### src/rtl/mcu8_pkg.sv
// mcu8_pkg: shared opcodes, flag bit positions, execute-stage FSM encoding and default widths.
package mcu8_pkg;
  localparam int DATA_W_DEF = 8;
  localparam int ADDR_W_DEF = 4;
  localparam logic [3:0] OP_ADD = 4'h0;
  localparam logic [3:0] OP_ADC = 4'h1;
  localparam logic [3:0] OP_SUB = 4'h2;
  localparam logic [3:0] OP_SBC = 4'h3;
  localparam logic [3:0] OP_AND = 4'h4;
  localparam logic [3:0] OP_OR  = 4'h5;
  localparam logic [3:0] OP_XOR = 4'h6;
  localparam logic [3:0] OP_NOT = 4'h7;
  localparam logic [3:0] OP_SHL = 4'h8;
  localparam logic [3:0] OP_SHR = 4'h9;
  localparam logic [3:0] OP_MOV = 4'hA;
  localparam logic [3:0] OP_CMP = 4'hB;
  localparam logic [3:0] OP_MUL = 4'hC;
  localparam int FLG_Z = 3;
  localparam int FLG_C = 2;
  localparam int FLG_N = 1;
  localparam int FLG_V = 0;
  typedef enum logic [1:0] {ST_IDLE, ST_MUL, ST_WB_LO, ST_WB_HI} state_t;
endpackage

### src/rtl/alu_mul_seq.sv
// alu_mul_seq: unsigned shift-add multiplier, one partial product per enabled cycle.
module alu_mul_seq #(
  parameter int DATA_W = 8
) (
  input  logic                  clk,
  input  logic                  rst_n,
  input  logic                  en,
  input  logic                  start,
  input  logic [DATA_W-1:0]     a,
  input  logic [DATA_W-1:0]     b,
  output logic                  busy,
  output logic                  done,
  output logic [2*DATA_W-1:0]   product
);
  localparam int CW = $clog2(DATA_W);
  logic [2*DATA_W-1:0] acc_a;
  logic [DATA_W-1:0] b_r;
  logic [CW-1:0] cnt;
  assign done = busy && cnt == CW'(DATA_W - 1);
  always_ff @(posedge clk or negedge rst_n) begin
    if (!rst_n) begin
      acc_a   <= '0;
      b_r     <= '0;
      cnt     <= '0;
      busy    <= 1'b0;
      product <= '0;
    end else if (start) begin
      acc_a   <= {{DATA_W{1'b0}}, a};
      b_r     <= b;
      cnt     <= '0;
      busy    <= 1'b1;
      product <= '0;
    end else if (en && busy) begin
      product <= product + (b_r[0] ? acc_a : '0);
      acc_a   <= acc_a << 1;
      b_r     <= b_r >> 1;
      cnt     <= cnt + 1'b1;
      busy    <= !done;
    end
  end
endmodule

### src/rtl/alu_exec_stage.sv
// alu_exec_stage: execute stage between decoder and register file; single-cycle ALU,
// optional sequential 8x8 multiply on opcode C when ALU_MUL_EN is defined.
module alu_exec_stage
  import mcu8_pkg::*;
#(
  parameter int DATA_W = DATA_W_DEF,
  parameter int ADDR_W = ADDR_W_DEF
) (
  input  logic              clk,
  input  logic              rst_n,
  input  logic              EN,
  input  logic              In_Valid,
  output logic              In_Ready,
  input  logic [3:0]        Opcode,
  input  logic [ADDR_W-1:0] Dest_Addr,
  input  logic [DATA_W-1:0] Op_A,
  input  logic [DATA_W-1:0] Op_B,
  output logic              WR,
  output logic [ADDR_W-1:0] Write_Addr,
  output logic [DATA_W-1:0] Write_Data,
  output logic [3:0]        Flags,
  output logic              Busy
);
  localparam int M = DATA_W - 1;
  logic accept, cin, c_new, v_new, wr_op, fl_op, wr_r;
  logic [DATA_W:0] add_s, sub_s;
  logic [DATA_W-1:0] res;
  logic [3:0] flags_new;
  logic wb_wr, wb_fl;
  logic [ADDR_W-1:0] wb_addr;
  logic [DATA_W-1:0] wb_data;
  logic [3:0] wb_flags;
  assign accept = In_Valid && In_Ready;
  assign cin = Flags[FLG_C];
  // SUB/SBC carry is the borrow out of the 9-bit difference
  assign add_s = {1'b0, Op_A} + {1'b0, Op_B} + {{DATA_W{1'b0}}, Opcode == OP_ADC && cin};
  assign sub_s = {1'b0, Op_A} - {1'b0, Op_B} - {{DATA_W{1'b0}}, Opcode == OP_SBC && cin};
  always_comb begin
    res = Op_A;
    c_new = cin;
    v_new = 1'b0;
    wr_op = 1'b0;
    fl_op = 1'b0;
    case (Opcode)
      OP_ADD, OP_ADC: begin
        res = add_s[M:0];
        c_new = add_s[DATA_W];
        v_new = (Op_A[M] == Op_B[M]) && (add_s[M] != Op_A[M]);
        wr_op = 1'b1;
        fl_op = 1'b1;
      end
      OP_SUB, OP_SBC, OP_CMP: begin
        res = sub_s[M:0];
        c_new = sub_s[DATA_W];
        v_new = (Op_A[M] != Op_B[M]) && (sub_s[M] != Op_A[M]);
        wr_op = Opcode != OP_CMP;
        fl_op = 1'b1;
      end
      OP_AND, OP_OR, OP_XOR, OP_NOT, OP_MOV: begin
        res = Opcode == OP_AND ? Op_A & Op_B :
              Opcode == OP_OR  ? Op_A | Op_B :
              Opcode == OP_XOR ? Op_A ^ Op_B :
              Opcode == OP_NOT ? ~Op_A : Op_B;
        wr_op = 1'b1;
        fl_op = 1'b1;
      end
      OP_SHL, OP_SHR: begin
        res = Opcode == OP_SHL ? {Op_A[M-1:0], 1'b0} : {1'b0, Op_A[M:1]};
        c_new = Opcode == OP_SHL ? Op_A[M] : Op_A[0];
        wr_op = 1'b1;
        fl_op = 1'b1;
      end
      default: ;
    endcase
  end
  assign flags_new = {res == '0, c_new, res[M], v_new};
`ifdef ALU_MUL_EN
  state_t state, state_nx;
  logic mul_start, mul_busy, mul_done;
  logic [2*DATA_W-1:0] prod;
  logic [ADDR_W-1:0] dest_r;
  assign mul_start = accept && Opcode == OP_MUL;
  assign In_Ready = state == ST_IDLE && EN;
  assign Busy = state != ST_IDLE;
  always_comb begin
    state_nx = state == ST_IDLE  ? (mul_start ? ST_MUL : ST_IDLE) :
               state == ST_MUL   ? (mul_done || !mul_busy ? ST_WB_LO : ST_MUL) :
               state == ST_WB_LO ? ST_WB_HI : ST_IDLE;
  end
  always_ff @(posedge clk or negedge rst_n) begin
    if (!rst_n) begin
      state  <= ST_IDLE;
      dest_r <= '0;
    end else if (EN) begin
      state <= state_nx;
      if (mul_start) dest_r <= Dest_Addr;
    end
  end
  alu_mul_seq #(.DATA_W(DATA_W)) u_mul (
    .clk(clk), .rst_n(rst_n), .en(EN), .start(mul_start), .a(Op_A), .b(Op_B),
    .busy(mul_busy), .done(mul_done), .product(prod)
  );
  // high byte goes to the next register, wrapping at the top of the file
  assign wb_wr = state == ST_WB_LO || state == ST_WB_HI;
  assign wb_fl = state == ST_WB_HI;
  assign wb_addr = wb_fl ? dest_r + 1'b1 : dest_r;
  assign wb_data = wb_fl ? prod[2*DATA_W-1:DATA_W] : prod[M:0];
  assign wb_flags = {prod == '0, |prod[2*DATA_W-1:DATA_W], prod[2*DATA_W-1], 1'b0};
`else
  assign In_Ready = EN;
  assign Busy = 1'b0;
  assign wb_wr = 1'b0;
  assign wb_fl = 1'b0;
  assign wb_addr = '0;
  assign wb_data = '0;
  assign wb_flags = '0;
`endif
  always_ff @(posedge clk or negedge rst_n) begin
    if (!rst_n) begin
      wr_r       <= 1'b0;
      Write_Addr <= '0;
      Write_Data <= '0;
      Flags      <= '0;
    end else if (EN) begin
      wr_r <= wb_wr || (accept && wr_op);
      if (wb_wr || (accept && wr_op)) begin
        Write_Addr <= wb_wr ? wb_addr : Dest_Addr;
        Write_Data <= wb_wr ? wb_data : res;
      end
      if (wb_fl || (accept && fl_op)) Flags <= wb_fl ? wb_flags : flags_new;
    end
  end
  // a pending write is held back while stalled and issued once EN returns
  assign WR = wr_r && EN;
endmodule

### config.mk
export PLATFORM = sky130hd
export DESIGN_NAME = alu_exec_stage
export DESIGN_NICKNAME = d
export VERILOG_FILES = /design/src/rtl/mcu8_pkg.sv /design/src/rtl/alu_mul_seq.sv /design/src/rtl/alu_exec_stage.sv
export SDC_FILE = /design/constraint.sdc
export NUM_CORES = 1
export LEC_CHECK = 0
export ABC_CLOCK_PERIOD_IN_PS = 5000
export CORE_MARGIN = 4
export CORE_UTILIZATION = 36
export DETAILED_ROUTE_END_ITERATION = 10
export RECOVER_POWER = 25
export SLEW_MARGIN = 20
export SYNTH_ARGS = -nofsm -noshare
export SYNTH_HDL_FRONTEND = slang
export SYNTH_HIERARCHICAL = 1
export SYNTH_SLANG_ARGS = --single-unit
export TNS_END_PERCENT = 30
### constraint.sdc
create_clock -name clk -period 5 [get_ports clk]
set_clock_uncertainty 0.1 [all_clocks]
set_input_delay 0.75 -clock clk [delete_from_list [all_inputs] [get_ports clk]]
set_output_delay 0.75 -clock clk [all_outputs]
set_load 0.01 [all_outputs]
==> results.py <==
metrics = {
    "timing": {
        "fin_crit_ps": 4364,
        "setup_viol": 0,
        "final_max_slew_viol_count": 0,
        "rsz0062_at_grt": "false",
        "worstMarginPinSlew_ps": 800.3,
        "hold_viol_final": 0,
        "fin_ws_ps": 636.3,
        "slew_headroom_pct": 46.47,
        "fin_setup_tns_ps": 0,
        "finalCritPeriodShare_pct": 87.27,
        "max_freq_mhz": 229.2,
    },
    "placement": {
        "place_congestion": 0.9162,
        "portBuffers": 45,
        "place_ws_ps": 402.1,
        "dp_hpwl_mm": 5.751,
    },
    "worst_setup_path": {
        "crit_chain": "clkdlybuf4s50_1, nand2_1, or4b_2, fa_1, fa_1, o21a_1, or3_1, a32oi_1, o211ai_1, a221oi_2, nand4_1, o31ai_1",
        "cp-start-kind": "input pin",
        "crit_required_ps": 5060,
        "max_stage_delay_ps": 660,
        "critPathMaxFanout": 4,
        "worst_path_dominant_cell_family": "simple AND/OR/NAND/NOR gates",
        "critPathCaptureType": "register",
        "crit_path_top_delay_cell": "or4b_2",
        "worst-path-buf-inv": 1,
        "crit_arrival_ps": 4420,
        "critPathKind": "in -> reg",
        "cp_common_cell": "fa_1",
    },
    "grt": {
        "grt_antenna_before_repair": 0,
        "grt_pass1_vias": 2457,
        "grt_usage_pct": 18.02,
        "grt_pass1_wl_mm": 12.55,
        "grt_max_degree": 39,
        "grt.overflow.total": 0,
    },
    "detailed_routing": {
        "routed_wl_mm": 7.599,
        "wl_per_cell_um": 16.59,
        "drc_errors": 0,
        "dr.pass1.iters": 4,
        "antenna_left": 0,
        "num_vias": 2600,
        "drtIter0Drc": 169,
        "via_per_inst": 5.677,
    },
    "final_layout": {
        "nets": 425,
        "final_cell_mix": "44 x clkdlybuf4s50_1, 39 x nand2_1, 30 x inv_1, 30 x ha_1, 26 x o21ai_0",
        "nFillCells": 690,
        "drive_above_1_share_pct": 5.249,
        "area_growth_pct": 21.10,
        "antenna_cells": 0,
        "layout_commonest_cell": "clkdlybuf4s50_1",
    },
    "logic_synthesis": {
        "synthCells": 329,
        "synth-edff-count": 0,
        "async_reset_ff_share_pct": 100.0,
        "seq_area_frac_synth_pct": 16.84,
        "netlist_area_um2": 2526,
        "synth_nets": 391,
        "avgSynthCellArea_um2": 7.678,
        "ys_types": 60,
        "synth-main-ff-cell": "dfrtp_1",
        "yosysWarnings": 6,
        "ys_seq_elements": 17,
    },
    "power_and_ir_drop": {
        "ir_drop_uv": 107.6,
        "power_density_nw_per_um2": 202.6,
        "leakage_nw": 1.305,
    },
    "floorplan": {
        "die_w_um": 91.77,
        "fp.dieH_um": 91.77,
        "core_um2": 6794,
        "fp.dieArea_um2": 8422,
        "io_pins": 47,
        "start_util_pct": 37.18,
        "rows": 30,
    },
    "cts": {
        "clkSinkCount": 17,
        "post_cts_buffers": 0,
        "cts_tree": "built",
        "cts_buffers": 3,
        "clkLatencyLatePin_ps": 250,
        "root_buffer": "clkbuf_8",
        "cts_htree_levels": 1,
        "path_clk_slew_ps": 70,
        "cts_buffer_depth": 2,
        "cts-hold-fix-buffers": 0,
        "ctsResizeCount": 0,
    },
    "min_path": {
        "hp-class": "reg -> reg",
    },
    "run": {
        "cap_violations": 0,
    },
    "run_status": {
        "outcome": "finished clean",
    },
}
==> state kept, by name, summed over array words and instances (netlist names) <==
signal	count
Flags	4
Write_Addr	4
Write_Data	8
wr_r	1
==> routing by layer <==
layer  vias to the layer above  wire length [um]  GRT usage [%]
met1                      1251              3523          25.63
met2                        93              3512          28.97
met5                         -                 0              0
met3                        15               406          1.887
li1                       1241                 -              -
met4                         0               157          4.827
==> power by group <==
group	switching, W	internal (W)
Sequential	0.0000152	0.000164
Clock	0.0000444	0.0000564
Combinational	0.000176	0.000163
==> synthesized netlist by cell type, types with 3 or more instances <==
library cell  instances  share of area (%)
a21oi_1              18                3.6
a22oi_1               4                1.2
a31oi_1               6                1.5
a32oi_1               3                1.0
and2_1                4               0.99
buf_2                12                2.4
buf_4                 4                1.2
clkbuf_1              3               0.45
dfrtp_1              17                 17
fa_1                  4                3.2
ha_1                 30                 15
inv_1                30                4.5
mux2_2                4                1.8
mux2i_1               5                2.0
nand2_1              39                5.8
nand2b_1              4               0.99
nand3_1               7                1.4
nand4_1               4               0.99
nor2_1               16                2.4
nor2b_1               8                2.0
nor3_1                4               0.79
o211ai_1              4                1.2
o21a_1                5                1.5
o21ai_0              26                5.2
o21bai_1              4                1.2
o221ai_1              3                1.0
o22ai_1               6                1.5
or2_2                 3               0.74
or3_1                 5                1.2
xnor2_1               7                2.4
xor2_1                4                1.4
==> per-stage QoR <==
| stage | instance area (um^2) | cells | hold WS (ps) | power [W] | util [%] |
|---|---|---|---|---|---|
| after CTS | 3059 | 458 | 380.4 | 0.0006241 | 45.03 |
| after detailed placement | 3014 | 454 | 363.9 | 0.0005204 | 44.36 |
| after global placement | 3014 | 454 | 358.0 | 0.0005179 | 44.36 |
| after floorplan | 2526 | 329 | 354.4 | 0.0003859 | - |
| final | 3059 | 458 | 373.8 | 0.0006198 | 45.03 |
| after global routing | 3059 | 458 | 409.9 | 0.0006690 | 45.03 |
==> cells by family (layout without fill, tap and decap cells) <==
group / after synthesis / after routing / share of synthesized area (%)
buf+inv: 50 / 83 / 8.915
simple gates: 107 / 107 / 21.55
flops: 17 / 17 / 16.84
xor+xnor: 11 / 11 / 3.814
mux: 9 / 9 / 3.764
fa+ha+maj: 34 / 34 / 18.03
compound gates: 100 / 100 / 26.95
other cells: 1 / 1 / 0.1484
==> worst paths after layout <==
check | start | endpoint | slack, ps | cells after the start
worst min register to register | Write_Addr[3]$_DFFE_PN0P_ | Write_Addr[3]$_DFFE_PN0P_ | 370 | 2
max in group asynchronous | rst_n | Flags[1]$_DFFE_PN0P_ | 3370 | 1
worst max-delay path | Opcode[0] | Flags[3]$_DFFE_PN0P_ | 640 | 12
worst max register to register | Flags[2]$_DFFE_PN0P_ | Flags[3]$_DFFE_PN0P_ | 1370 | 10
worst min-delay path | Write_Addr[3]$_DFFE_PN0P_ | Write_Addr[3]$_DFFE_PN0P_ | 370 | 2
min in group asynchronous | rst_n | Write_Addr[0]$_DFFE_PN0P_ | 930 | 1
==> worst min-delay path, stage by stage, from the launching register on <==
cell and delay (ps):
dfrtp_1 340, nand2_1 50, nand2_1 50
==> final cells by class <==
type / count / area [um^2] / area share (%)
Multi-Input combinational cell: 262 / 1876 / 61.31
Clock buffer: 4 / 45.04 / 1.472
Tap cell: 96 / 120.1 / 3.926
Inverter: 30 / 112.6 / 3.681
Sequential cell: 17 / 425.4 / 13.91
Timing Repair Buffer: 49 / 480.5 / 15.71
Power figures use the tool's default switching activity.
